$ cat config.mk
export PLATFORM = sky130hd
export DESIGN_NAME = gate_bist
export DESIGN_NICKNAME = d
export VERILOG_FILES = /design/src/rtl/gate_bist_pkg.sv /design/src/rtl/gate_bist_settle_timer.sv /design/src/rtl/gate_bist.sv
export SDC_FILE = /design/constraint.sdc
export NUM_CORES = 1
export LEC_CHECK = 0
export BUFFER_PORTS_ARGS = -buffer_cell sky130_fd_sc_hd__buf_2
export CORE_MARGIN = 10
export CORE_UTILIZATION = 50
export DETAILED_ROUTE_END_ITERATION = 7
export PLACE_DENSITY = 0.71
export SLEW_MARGIN = 20
export SYNTH_ARGS = -nofsm -noshare
export SYNTH_HDL_FRONTEND = slang
export SYNTH_SLANG_ARGS = --single-unit
$ cat constraint.sdc
create_clock -name clk -period 2 [get_ports clk]
set_input_delay 0.1 -clock clk [delete_from_list [all_inputs] [get_ports clk]]
set_output_delay 0.1 -clock clk [all_outputs]
set_load 0.05 [all_outputs]
$ cat src/rtl/gate_bist_pkg.sv
// Shared types and constants for the 2-input gate self-test sequencer.
// Truth tables are indexed by {a,b}.
package gate_bist_pkg;

   typedef enum logic [1:0] {
      IDLE,
      APPLY,
      CHECK,
      DONE
   } state_t;

   localparam int VEC_W = 2;
   localparam int CNT_W = 4;

   localparam logic [3:0] TT_AND  = 4'b1000;
   localparam logic [3:0] TT_OR   = 4'b1110;
   localparam logic [3:0] TT_NAND = 4'b0111;
   localparam logic [3:0] TT_NOR  = 4'b0001;
   localparam logic [3:0] TT_XOR  = 4'b0110;
   localparam logic [3:0] TT_XNOR = 4'b1001;

   localparam logic [VEC_W-1:0] VEC_LAST = 2'd3;

   function automatic logic tt_bit(
      input logic [3:0]       tt,
      input logic [VEC_W-1:0] vec
   );
      return tt[vec];
   endfunction

endpackage

$ cat src/rtl/gate_bist_settle_timer.sv
// Settle counter: cleared while not applying a vector, counts up while
// applying, flags the last settle cycle.
import gate_bist_pkg::*;

module bist_settle_timer #(
   parameter int SETTLE = 1
) (
   input  logic clk,
   input  logic rst,
   input  logic load,
   input  logic en,
   output logic tc
);

   localparam logic [CNT_W-1:0] LAST = CNT_W'(SETTLE - 1);

   logic [CNT_W-1:0] cnt;

   always_ff @(posedge clk or posedge rst) begin
      if (rst) begin
         cnt <= '0;
      end else if (load) begin
         cnt <= '0;
      end else if (en) begin
         cnt <= cnt + 1'b1;
      end
   end

   assign tc = (cnt == LAST);

endmodule

$ cat src/rtl/gate_bist.sv
// On-chip exhaustive test of a 2-input gate: drives 00..11, samples y_i
// after a settle time, and keeps pass plus the first failing vector.
import gate_bist_pkg::*;

module gate_bist #(
   parameter logic [3:0] TRUTH  = TT_XNOR,
   parameter int         SETTLE = 1
) (
   input  logic       clk,
   input  logic       rst,
   input  logic       start,
   output logic       a_o,
   output logic       b_o,
   input  logic       y_i,
   output logic       busy,
   output logic       done,
   output logic       pass,
   output logic [1:0] fail_vec,
   output logic       fail_got
);

   state_t           state;
   state_t           nxt;
   logic [VEC_W-1:0] vec;
   logic             fail;
   logic             tmr_load;
   logic             tmr_en;
   logic             tc;
   logic             mismatch;
   logic             last_vec;

   bist_settle_timer #(
      .SETTLE(SETTLE)
   ) u_timer (
      .clk  (clk),
      .rst  (rst),
      .load (tmr_load),
      .en   (tmr_en),
      .tc   (tc)
   );

   assign mismatch = (y_i != tt_bit(TRUTH, vec));
   assign last_vec = (vec == VEC_LAST);

   always_ff @(posedge clk or posedge rst) begin
      if (rst) begin
         state <= IDLE;
      end else begin
         state <= nxt;
      end
   end

   always_comb begin
      nxt = state;
      unique case (state)
         IDLE:  if (start) nxt = APPLY;
         APPLY: if (tc) nxt = CHECK;
         CHECK: nxt = last_vec ? DONE : APPLY;
         DONE:  nxt = IDLE;
         default: nxt = IDLE;
      endcase
   end

   always_comb begin
      busy     = 1'b0;
      done     = 1'b0;
      tmr_load = 1'b1;
      tmr_en   = 1'b0;
      unique case (state)
         APPLY: begin
            busy     = 1'b1;
            tmr_load = 1'b0;
            tmr_en   = 1'b1;
         end
         CHECK: busy = 1'b1;
         DONE:  done = 1'b1;
         default: ;
      endcase
   end

   always_ff @(posedge clk or posedge rst) begin
      if (rst) begin
         vec      <= '0;
         fail     <= 1'b0;
         pass     <= 1'b0;
         fail_vec <= '0;
         fail_got <= 1'b0;
         a_o      <= 1'b0;
         b_o      <= 1'b0;
      end else begin
         unique case (state)
            IDLE: begin
               if (start) begin
                  vec      <= '0;
                  fail     <= 1'b0;
                  pass     <= 1'b0;
                  fail_vec <= '0;
                  fail_got <= 1'b0;
                  a_o      <= 1'b0;
                  b_o      <= 1'b0;
               end
            end
            CHECK: begin
               if (mismatch && !fail) begin
                  fail     <= 1'b1;
                  fail_vec <= vec;
                  fail_got <= y_i;
               end
               // pass is written on the way into DONE so it is
               // already valid during the done pulse
               if (last_vec) begin
                  pass <= ~(fail | mismatch);
                  a_o  <= 1'b0;
                  b_o  <= 1'b0;
               end else begin
                  vec        <= vec + 1'b1;
                  {a_o, b_o} <= vec + 1'b1;
               end
            end
            default: ;
         endcase
      end
   end

endmodule

==> results of run 1 <==
## routing by layer
layer / routed length, µm / up-vias / global-route usage, %
met5: 0 / - / 0
met4: 56 / 0 / 8.599
met3: 103 / 6 / 2.846
met2: 792 / 16 / 16.11
met1: 807 / 303 / 12.87
li1: - / 346 / -
## area by class of cell
class	instances	area [µm²]
fillers	151	690.7
well taps	17	21.27
inverters	8	30.03
flip-flops and latches	15	375.4
clock buffers	4	26.28
multi-input cells	62	465.4
repair buffers	14	80.08
## final timing paths
check                                      end  slack [ns]  cells past startpoint
worst max-delay path               fail_vec[0]        0.18                      4
worst min-delay path                  fail_got        0.11                      3
worst max register to register     fail_vec[0]        0.18                      4
worst min register to register             b_o        0.48                      2
max in group asynchronous       u_timer.cnt[1]        1.21                      3
min in group asynchronous                  a_o        0.40                      3
## worst max-delay path, cell delays in order, from the launching register on
cell and delay [ns]:
sky130_fd_sc_hd__dfrtp_1 0.45, sky130_fd_sc_hd__ha_1 0.40, sky130_fd_sc_hd__xor2_2 0.25, sky130_fd_sc_hd__or2_1 0.25, sky130_fd_sc_hd__a311o_1 0.36
## cells by family after synthesis
family                     Yosys count
AOI/OAI and AO/OA                   19
xor gates and xnor gates             3
adders and majority gates            8
buffers and inverters                9
DFF                                 15
muxes                                2
and+or+nand+nor                     30
## stage by stage
step / cell area (µm²) / setup WS (ns)
3_3_place_gp: 962.2 / 0.2538
2_1_floorplan: 874.6 / 0.3067
3_5_place_dp: 962.2 / 0.1855
6_report: 998.5 / 0.1810
4_1_cts: 998.5 / 0.1819
5_1_grt: 998.5 / 0.1136
## registers in the layout, indices dropped and copies added (netlist names)
signal,flops
a_o,1
u_timer.cnt,4
fail_vec,2
fail_got,1
b_o,1
fail,1
state,2
pass,1
vec,2
## power breakdown
part	internal (mW)	leakage [nW]	total (mW)	switching, mW
Clock	0.0775	0.0150	0.176	0.0987
Sequential	0.415	0.197	0.516	0.101
Combinational	0.375	0.284	1.06	0.689
## synthesized netlist by cell type, drive strengths merged (2+ instances only)
cell	instances
a311o	2
nor2b	4
o21ai	2
mux2i	2
nand2	7
nand3	4
inv	8
ha	8
dfrtp	15
nor2	3
a2bb2oi	2
and2	3
xor2	2
o211ai	4
nand4	2
a21oi	3
==> reports/metrics.yaml, run 1 <==
route:
  post-route-drc-count: 0
  detailroute.via_count: 671
  iteration_0_drc_markers: 10
  dr_pass1_iterations: 4
  ant_nets: 0
  routedWlPerCell_um: 14.66
  finalWirelength_mm: 1.759
  routed_via_density: 5.592
cts:
  cts_sinks: 15
  path_clk_slew_ns: 0.09
  cts_resized: 0
  skew_pair_late_insertion_delay_ns: 0.29
  cts_max_path_buffers: 2
  cts_tree: "done"
  cts-hold-fix-buffers: 1
  root_buffer: "sky130_fd_sc_hd__clkbuf_4"
  clock_tree.htree_level_count: 1
  number_of_cts_inserted_buffers: 3
  postCtsSetupBuffers: 0
layout:
  synthToLayoutAreaGrowth_pct: 14.16
  layout.core_utilization_pct: 59.11
  final_layout_size_suffix_gt1_share_pct: 16.50
  fin_cells: 120
  antenna_cells: 0
  count_of_nets_after_finishing: 116
  most_common_cell_after_layout_fill_and_taps_aside: "sky130_fd_sc_hd__dfrtp_1"
  layout.cells.most_common_list: "sky130_fd_sc_hd__dfrtp_1, sky130_fd_sc_hd__buf_2, sky130_fd_sc_hd__inv_1, sky130_fd_sc_hd__ha_1, sky130_fd_sc_hd__nand2_1"
power_and_ir_drop:
  total_power_mw: 1.756
  power_leakage_nw: 0.4961
  power_density_nw_per_um2: 1758
  ir_drop_mv: 0.8841
global_route:
  grt_remaining_overflow: 0
  globalRouteTotalUtil_pct: 10.83
  number_of_antenna_violations_at_the_first_check_in_global_routing: 0
  grt_first_pass_wirelength_mm: 3.008
  grt_max_degree: 16
  first_global_vias: 700
synth:
  synth-compound-area-share_pct: 16.45
  synth.cell_area_um2: 874.6
  syn-num-nets: 98
  syn_avg_cell_area_um2: 10.17
  synth.largest_area_cell: "sky130_fd_sc_hd__dfrtp_1"
  parity_gate_share_of_the_synthesized_area_counting_xor_and_xnor_cells_pct: 3.863
  ys_async_sr_fraction_pct: 100.0
  synth_cell_type_count: 32
  number_of_enable_type_register_cells_in_the_synthesized_netlist: 0
  synthCells: 86
  post-synth-top-area-fraction_pct: 42.92
  synth.yosys.warnings: 0
  synthTopCellsByArea: "sky130_fd_sc_hd__dfrtp_1, sky130_fd_sc_hd__ha_1, sky130_fd_sc_hd__inv_1"
  combinational_family_with_the_most_area_after_synthesis: "simple AND/OR/NAND/NOR gates"
  ys.flop_type: "sky130_fd_sc_hd__dfrtp_1"
  post_synth_mux_area_share_pct: 2.289
  post_synthesis_share_of_cell_area_spent_on_full_adders_half_adders_and_majority_gates_pct: 11.44
  synth_simple_gate_area_share_pct: 19.17
  synth.yosys.seq_area_share_pct: 42.92
  synth_register_bits: 15
die:
  core-area_um2: 1689
  die-area_um2: 3822
  die-height_um: 61.83
  floorplan.initialDensity_pct: 51.78
  die-width_um: 61.83
  rows: 15
  io_pins: 12
run_status:
  run_status: "finished, final reports clean"
critical_path:
  worstSetupStartpoint: "vec[0]"
  r2r-start: "vec[0]"
  path_class: "reg2reg"
  crit_path_max_fanout: 8
  cp-end-kind: "register"
  cp-start-kind: "register"
  crit_arrival_ns: 1.99
  critPathRequiredTime_ns: 2.18
place:
  hpwl_mm: 1.340
  port_buffers: 11
  routabilityCongestion: 0.8370
  dp_cells: 115
timing:
  setup_repair_after_global_routing_missed_its_margin: "false"
  fin_hold_ws_ns: 0.1137
  finalMaxSlewViolations: 0
  fmax_mhz: 549.7
  timing.max_slew.rel_slack_pct: 61.54
  finalWorstPathRequiredPeriod_ns: 1.819
  worstMarginPinSlew_ns: 0.5763
  totalNegativeSetupSlack_ns: 0
  fin_worst_skew_ns: 0.008522
  finalSetupViolCount: 0
  final-hold-violation-count: 0
  final_min_period_over_clock_period_pct: 90.95
hold_path:
  hp-start: "y_i"
  hold_path.class: "in2reg"
job:
  maxCapViolCount: 0
(Power assumes the default switching activity.)
==> run 2, diff against run 1 <==
- RECOVER_POWER: unset -> 100
==> reports/metrics.yaml, run 2 (synthesis results as in run 1) <==
place:
  hpwl_mm: 1.340
  port_buffers: 11
  dp_cells: 115
  placedInstanceArea_um2: 962.2
  routabilityCongestion: 0.8370
hold_path:
  hold_end: "fail_got"
  hp-start: "y_i"
  hold_path.class: "in2reg"
  worst_hold_path.num_cells: 3
timing:
  totalNegativeSetupSlack_ns: 0
  finalSetupViolCount: 0
  fmax_mhz: 549.2
  final-hold-violation-count: 0
  setup_repair_after_global_routing_missed_its_margin: "false"
  timing.max_slew.rel_slack_pct: 60.02
  finalMaxSlewViolations: 0
  finalWorstPathRequiredPeriod_ns: 1.821
  final_min_period_over_clock_period_pct: 91.05
  fin_worst_skew_ns: 0.008211
  worstMarginPinSlew_ns: 0.6022
critical_path:
  crit_path_max_fanout: 8
  critPathRequiredTime_ns: 2.17
  r2r-end: "fail_vec[0]"
  crit_arrival_ns: 2.00
  path_class: "reg2reg"
  worstSetupStartpoint: "vec[0]"
  worstRegToRegCells: 4
  cp-start-kind: "register"
  cp-end-kind: "register"
  ff2ff_setup_slack_ns: 0.18
  r2r-start: "vec[0]"
die:
  io_pins: 12
  die-area_um2: 3822
  floorplan.initialDensity_pct: 51.78
  core-area_um2: 1689
  die-height_um: 61.83
  rows: 15
  die-width_um: 61.83
global_route:
  grt_remaining_overflow: 0
  grt_first_pass_wirelength_mm: 3.008
  grt_max_degree: 16
  first_global_vias: 700
  number_of_antenna_violations_at_the_first_check_in_global_routing: 0
  globalRouteTotalUtil_pct: 10.83
layout:
  largest_reg_by_ff_count: "u_timer.cnt"
  count_of_nets_after_finishing: 116
  antenna_cells: 0
  synthToLayoutAreaGrowth_pct: 12.59
  layout.cells.most_common_list: "sky130_fd_sc_hd__dfrtp_1, sky130_fd_sc_hd__clkbuf_1, sky130_fd_sc_hd__inv_1, sky130_fd_sc_hd__ha_1, sky130_fd_sc_hd__nand2_1"
  final_layout_size_suffix_gt1_share_pct: 7.767
  most_common_cell_after_layout_fill_and_taps_aside: "sky130_fd_sc_hd__dfrtp_1"
  filler_cell_count: 155
  fin_cells: 120
  final_cell_area_um2: 984.7
  number_of_flip_flops_under_the_largest_register_name: 4
  layout.core_utilization_pct: 58.30
route:
  detailroute.via_count: 671
  finalWirelength_mm: 1.769
  routed_via_density: 5.592
  ant_nets: 0
  post-route-drc-count: 0
  iteration_0_drc_markers: 6
  dr_pass1_iterations: 4
  routedWlPerCell_um: 14.74
cts:
  clock_tree.htree_level_count: 1
  root_buffer: "sky130_fd_sc_hd__clkbuf_4"
  skew_pair_late_insertion_delay_ns: 0.28
  cts_tree: "done"
  number_of_cts_inserted_buffers: 3
  postCtsSetupBuffers: 0
  path_clk_slew_ns: 0.09
  cts_sinks: 15
  cts_max_path_buffers: 2
power_and_ir_drop:
  power_density_nw_per_um2: 1751
  ir_drop_mv: 0.8474
  power_leakage_nw: 0.4599
  total_power_mw: 1.725
run_status:
  run_status: "finished, final reports clean"
job:
  maxCapViolCount: 0
-- run 2: cell types whose count changed in the layout (fill, tap and decap cells not counted) --
cell	before	now
sky130_fd_sc_hd__clkbuf_1	1	10
sky130_fd_sc_hd__or2_0	0	1
sky130_fd_sc_hd__buf_2	11	3
sky130_fd_sc_hd__and2_1	3	1
sky130_fd_sc_hd__and2_0	0	2
sky130_fd_sc_hd__or2_1	1	0
sky130_fd_sc_hd__buf_4	2	1
-- run 2: worst max-delay path: stages (launching register included) --
cell and delay [ns]:
sky130_fd_sc_hd__dfrtp_1 0.45, sky130_fd_sc_hd__ha_1 0.40, sky130_fd_sc_hd__xor2_2 0.25, sky130_fd_sc_hd__or2_0 0.25
sky130_fd_sc_hd__a311o_1 0.36
-- run 2: layout make-up --
class	count	area (µm²)	share of cell area (%)
Tap cell	17	21.27	2.160
Inverter	8	30.03	3.050
Multi-Input combinational cell	62	465.4	47.27
Timing Repair Buffer	14	66.31	6.734
Sequential cell	15	375.4	38.12
Clock buffer	4	26.28	2.668
-- run 2: what timing repair did --
item | 4_1_cts | 5_1_grt
hold endpoints to repair | 15 | 0
hold buffers | 1 | 0
gates resized for setup | 0 | 0
-- run 2: power by group --
group / leakage (nW) / internal, mW / total [mW] / switching, mW
Sequential: 0.197 / 0.415 / 0.518 / 0.103
Clock: 0.0150 / 0.0774 / 0.176 / 0.0983
Combinational: 0.248 / 0.341 / 1.03 / 0.690
Total: 0.460 / 0.834 / 1.72 / 0.891
-- run 2: how the worst max path moves through the flow --
stage | endpoint | cells after the start
CTS | fail_vec[0] | 4
floorplan | fail_vec[0] | 4
global placement | fail_vec[0] | 4
finish | fail_vec[0] | 4
global route | fail_vec[0] | 4
detailed placement | fail_vec[0] | 4
-- run 2: per-stage QoR --
step,setup slack [ns],hold WS (ns)
global route,0.1082,0.1354
CTS,0.1819,0.1133
global placement,0.2538,0.1772
detailed placement,0.1855,0.1822
floorplan,0.3067,0.001479
finish,0.1790,0.1158
-- run 2: metal layers --
| layer | wire length, µm | vias up | GRT usage (%) |
|---|---|---|---|
| li1 | - | 345 | - |
| met1 | 810 | 306 | 12.87 |
| met2 | 794 | 12 | 16.11 |
| met3 | 102 | 8 | 2.846 |
| met4 | 61 | 0 | 8.599 |
| met5 | 0 | - | 0 |
==> run 3, diff against run 2 <==
- CORE_UTILIZATION: 50 -> 49
- PLACE_DENSITY: 0.71 -> 0.72
- clock period: 2 -> 1.6 ns (I/O delays scaled with it)
==> reports/metrics.yaml, run 3 (synthesis results as in run 1) <==
cts:
  clock_tree.htree_level_count: 1
  path_clk_slew_ns: 0.09
  cts_sinks: 15
  number_of_cts_inserted_buffers: 3
  cts_max_path_buffers: 2
  root_buffer: "sky130_fd_sc_hd__clkbuf_4"
  skew_pair_late_insertion_delay_ns: 0.29
  cts_tree: "done"
timing:
  finalWorstPathRequiredPeriod_ns: 1.523
  worstMarginPinSlew_ns: 0.6020
  totalNegativeSetupSlack_ns: 0
  finalSetupViolCount: 0
  fin_hold_ws_ns: 0.1124
  final_min_period_over_clock_period_pct: 95.16
  finalMaxSlewViolations: 0
  fin_worst_skew_ns: 0.007221
  final-hold-violation-count: 0
  timing.max_slew.rel_slack_pct: 60.04
  fmax_mhz: 656.8
layout:
  multi_input_area_um2: 508.0
  antenna_cells: 0
  synthToLayoutAreaGrowth_pct: 29.47
  layout.cells.most_common_list: "sky130_fd_sc_hd__dfrtp_1, sky130_fd_sc_hd__buf_4, sky130_fd_sc_hd__inv_1, sky130_fd_sc_hd__clkbuf_1, sky130_fd_sc_hd__nand2_1"
  largest_reg_by_ff_count: "u_timer.cnt"
  filler_cell_count: 134
  seqCellArea_um2: 377.9
  final_layout_size_suffix_gt1_share_pct: 25.22
  number_of_flip_flops_under_the_largest_register_name: 4
  count_of_nets_after_finishing: 128
die:
  io_pins: 12
  floorplan.initialDensity_pct: 51.21
  core-area_um2: 1708
  die-area_um2: 3874
  die-height_um: 62.25
  die-width_um: 62.25
  rows: 15
critical_path:
  critPathRequiredTime_ns: 1.78
  critical_path_depth: 5
  crit_arrival_ns: 1.70
  cp-end-kind: "register"
  worstRegToRegCells: 5
  critical_path.top_delay_family: "flip-flops"
  cp_slowest_cell: "sky130_fd_sc_hd__dfrtp_2"
  path_class: "reg2reg"
  cp.buffers_inverters: 1
  crit_path_max_fanout: 5
  cp-start-kind: "register"
  crit_chain: "ha_4 -> xor2_4 -> buf_4 -> nor3_1 -> a311o_1"
  max_stage_delay_on_crit_path_ns: 0.44
power_and_ir_drop:
  power_leakage_nw: 0.5273
  ir_drop_mv: 1.507
  power_density_nw_per_um2: 2249
  total_power_mw: 2.547
hold_path:
  worst_hold_path.num_cells: 3
  hold_path.class: "in2reg"
route:
  routed_via_density: 5.414
  finalWirelength_mm: 1.974
  iteration_0_drc_markers: 24
  ant_nets: 0
  detailroute.via_count: 758
  routedWlPerCell_um: 14.10
  dr_pass1_iterations: 4
  post-route-drc-count: 0
global_route:
  globalRouteTotalUtil_pct: 10.43
  grt_max_degree: 16
  first_global_vias: 787
  grt_first_pass_wirelength_mm: 3.422
  number_of_antenna_violations_at_the_first_check_in_global_routing: 0
  grt_remaining_overflow: 0
place:
  hpwl_mm: 1.426
  port_buffers: 11
  routabilityCongestion: 0.8294
run_status:
  run_status: "finished, final reports clean"
job:
  maxCapViolCount: 0
==> run 3: cell types whose count changed in the layout (fill, tap and decap cells not counted), moves of 2 or more <==
cell                       before  now
sky130_fd_sc_hd__ha_1           8    6
sky130_fd_sc_hd__clkbuf_2       0    2
sky130_fd_sc_hd__dfrtp_1       15   13
sky130_fd_sc_hd__buf_4          1   13
sky130_fd_sc_hd__clkbuf_1      10    8
sky130_fd_sc_hd__dfrtp_2        0    2
==> run 3: layer usage <==
metal  vias to the layer above  share of wire (%)  global-route usage, %
met5                         -                  0                      0
met4                         0                1.7                  6.000
met3                         4                6.8                  3.226
met2                        25                 47                  15.51
met1                       362                 44                  12.89
li1                        367                  -                      -
==> run 3: final timing paths <==
check                             from           to  slack [ns]
worst max-delay path            vec[1]  fail_vec[0]        0.08
min in group asynchronous          rst  fail_vec[1]        0.38
worst max register to register  vec[1]  fail_vec[0]        0.08
worst min register to register     b_o          b_o        0.48
worst min-delay path               y_i     fail_got        0.11
max in group asynchronous          rst       vec[1]        0.81
==> run 3: area by class of cell <==
| type | instances | area share [%] |
|---|---|---|
| tap | 25 | 2.762 |
| multi-input combinational | 62 | 44.86 |
| sequential | 15 | 33.37 |
| clock buffer | 4 | 2.320 |
| timing repair buffer | 26 | 14.03 |
| inverter | 8 | 2.652 |
==> run 3: stage by stage <==
| stage | worst slack, ns | cell area, µm² | util [%] | std cells |
|---|---|---|---|---|
| after CTS | 0.007982 | 1105 | 64.69 | 139 |
| after detailed placement | 0.02118 | 1069 | 62.56 | 134 |
| after floorplan | 0.01100 | 888.4 | - | 86 |
| after global placement | 0.06968 | 1069 | 62.56 | 134 |
| after global routing | -0.004398 | 1132 | 66.30 | 140 |
| final | 0.07747 | 1132 | 66.30 | 140 |
==> run 3: tightest hold or removal path: cells and delay by family <==
kind	cells	cell delay (ns)
and+or+nand+nor	2	0.15
buffers and inverters	1	0.13
==> run 3: power by group <==
part	switching (mW)	leakage [nW]	internal (mW)	total, mW
registers	0.114	0.194	0.523	0.636
logic	0.986	0.318	0.705	1.69
clock network	0.123	0.0150	0.0970	0.220
total	1.22	0.527	1.32	2.55
==> run 3: repair_timing <==
item                                    CTS  global route
gates resized for setup                   0             7
endpoints found under the setup margin    0             8
hold endpoints to repair                 15             0
setup buffers                             0             1
hold buffers                              1             0
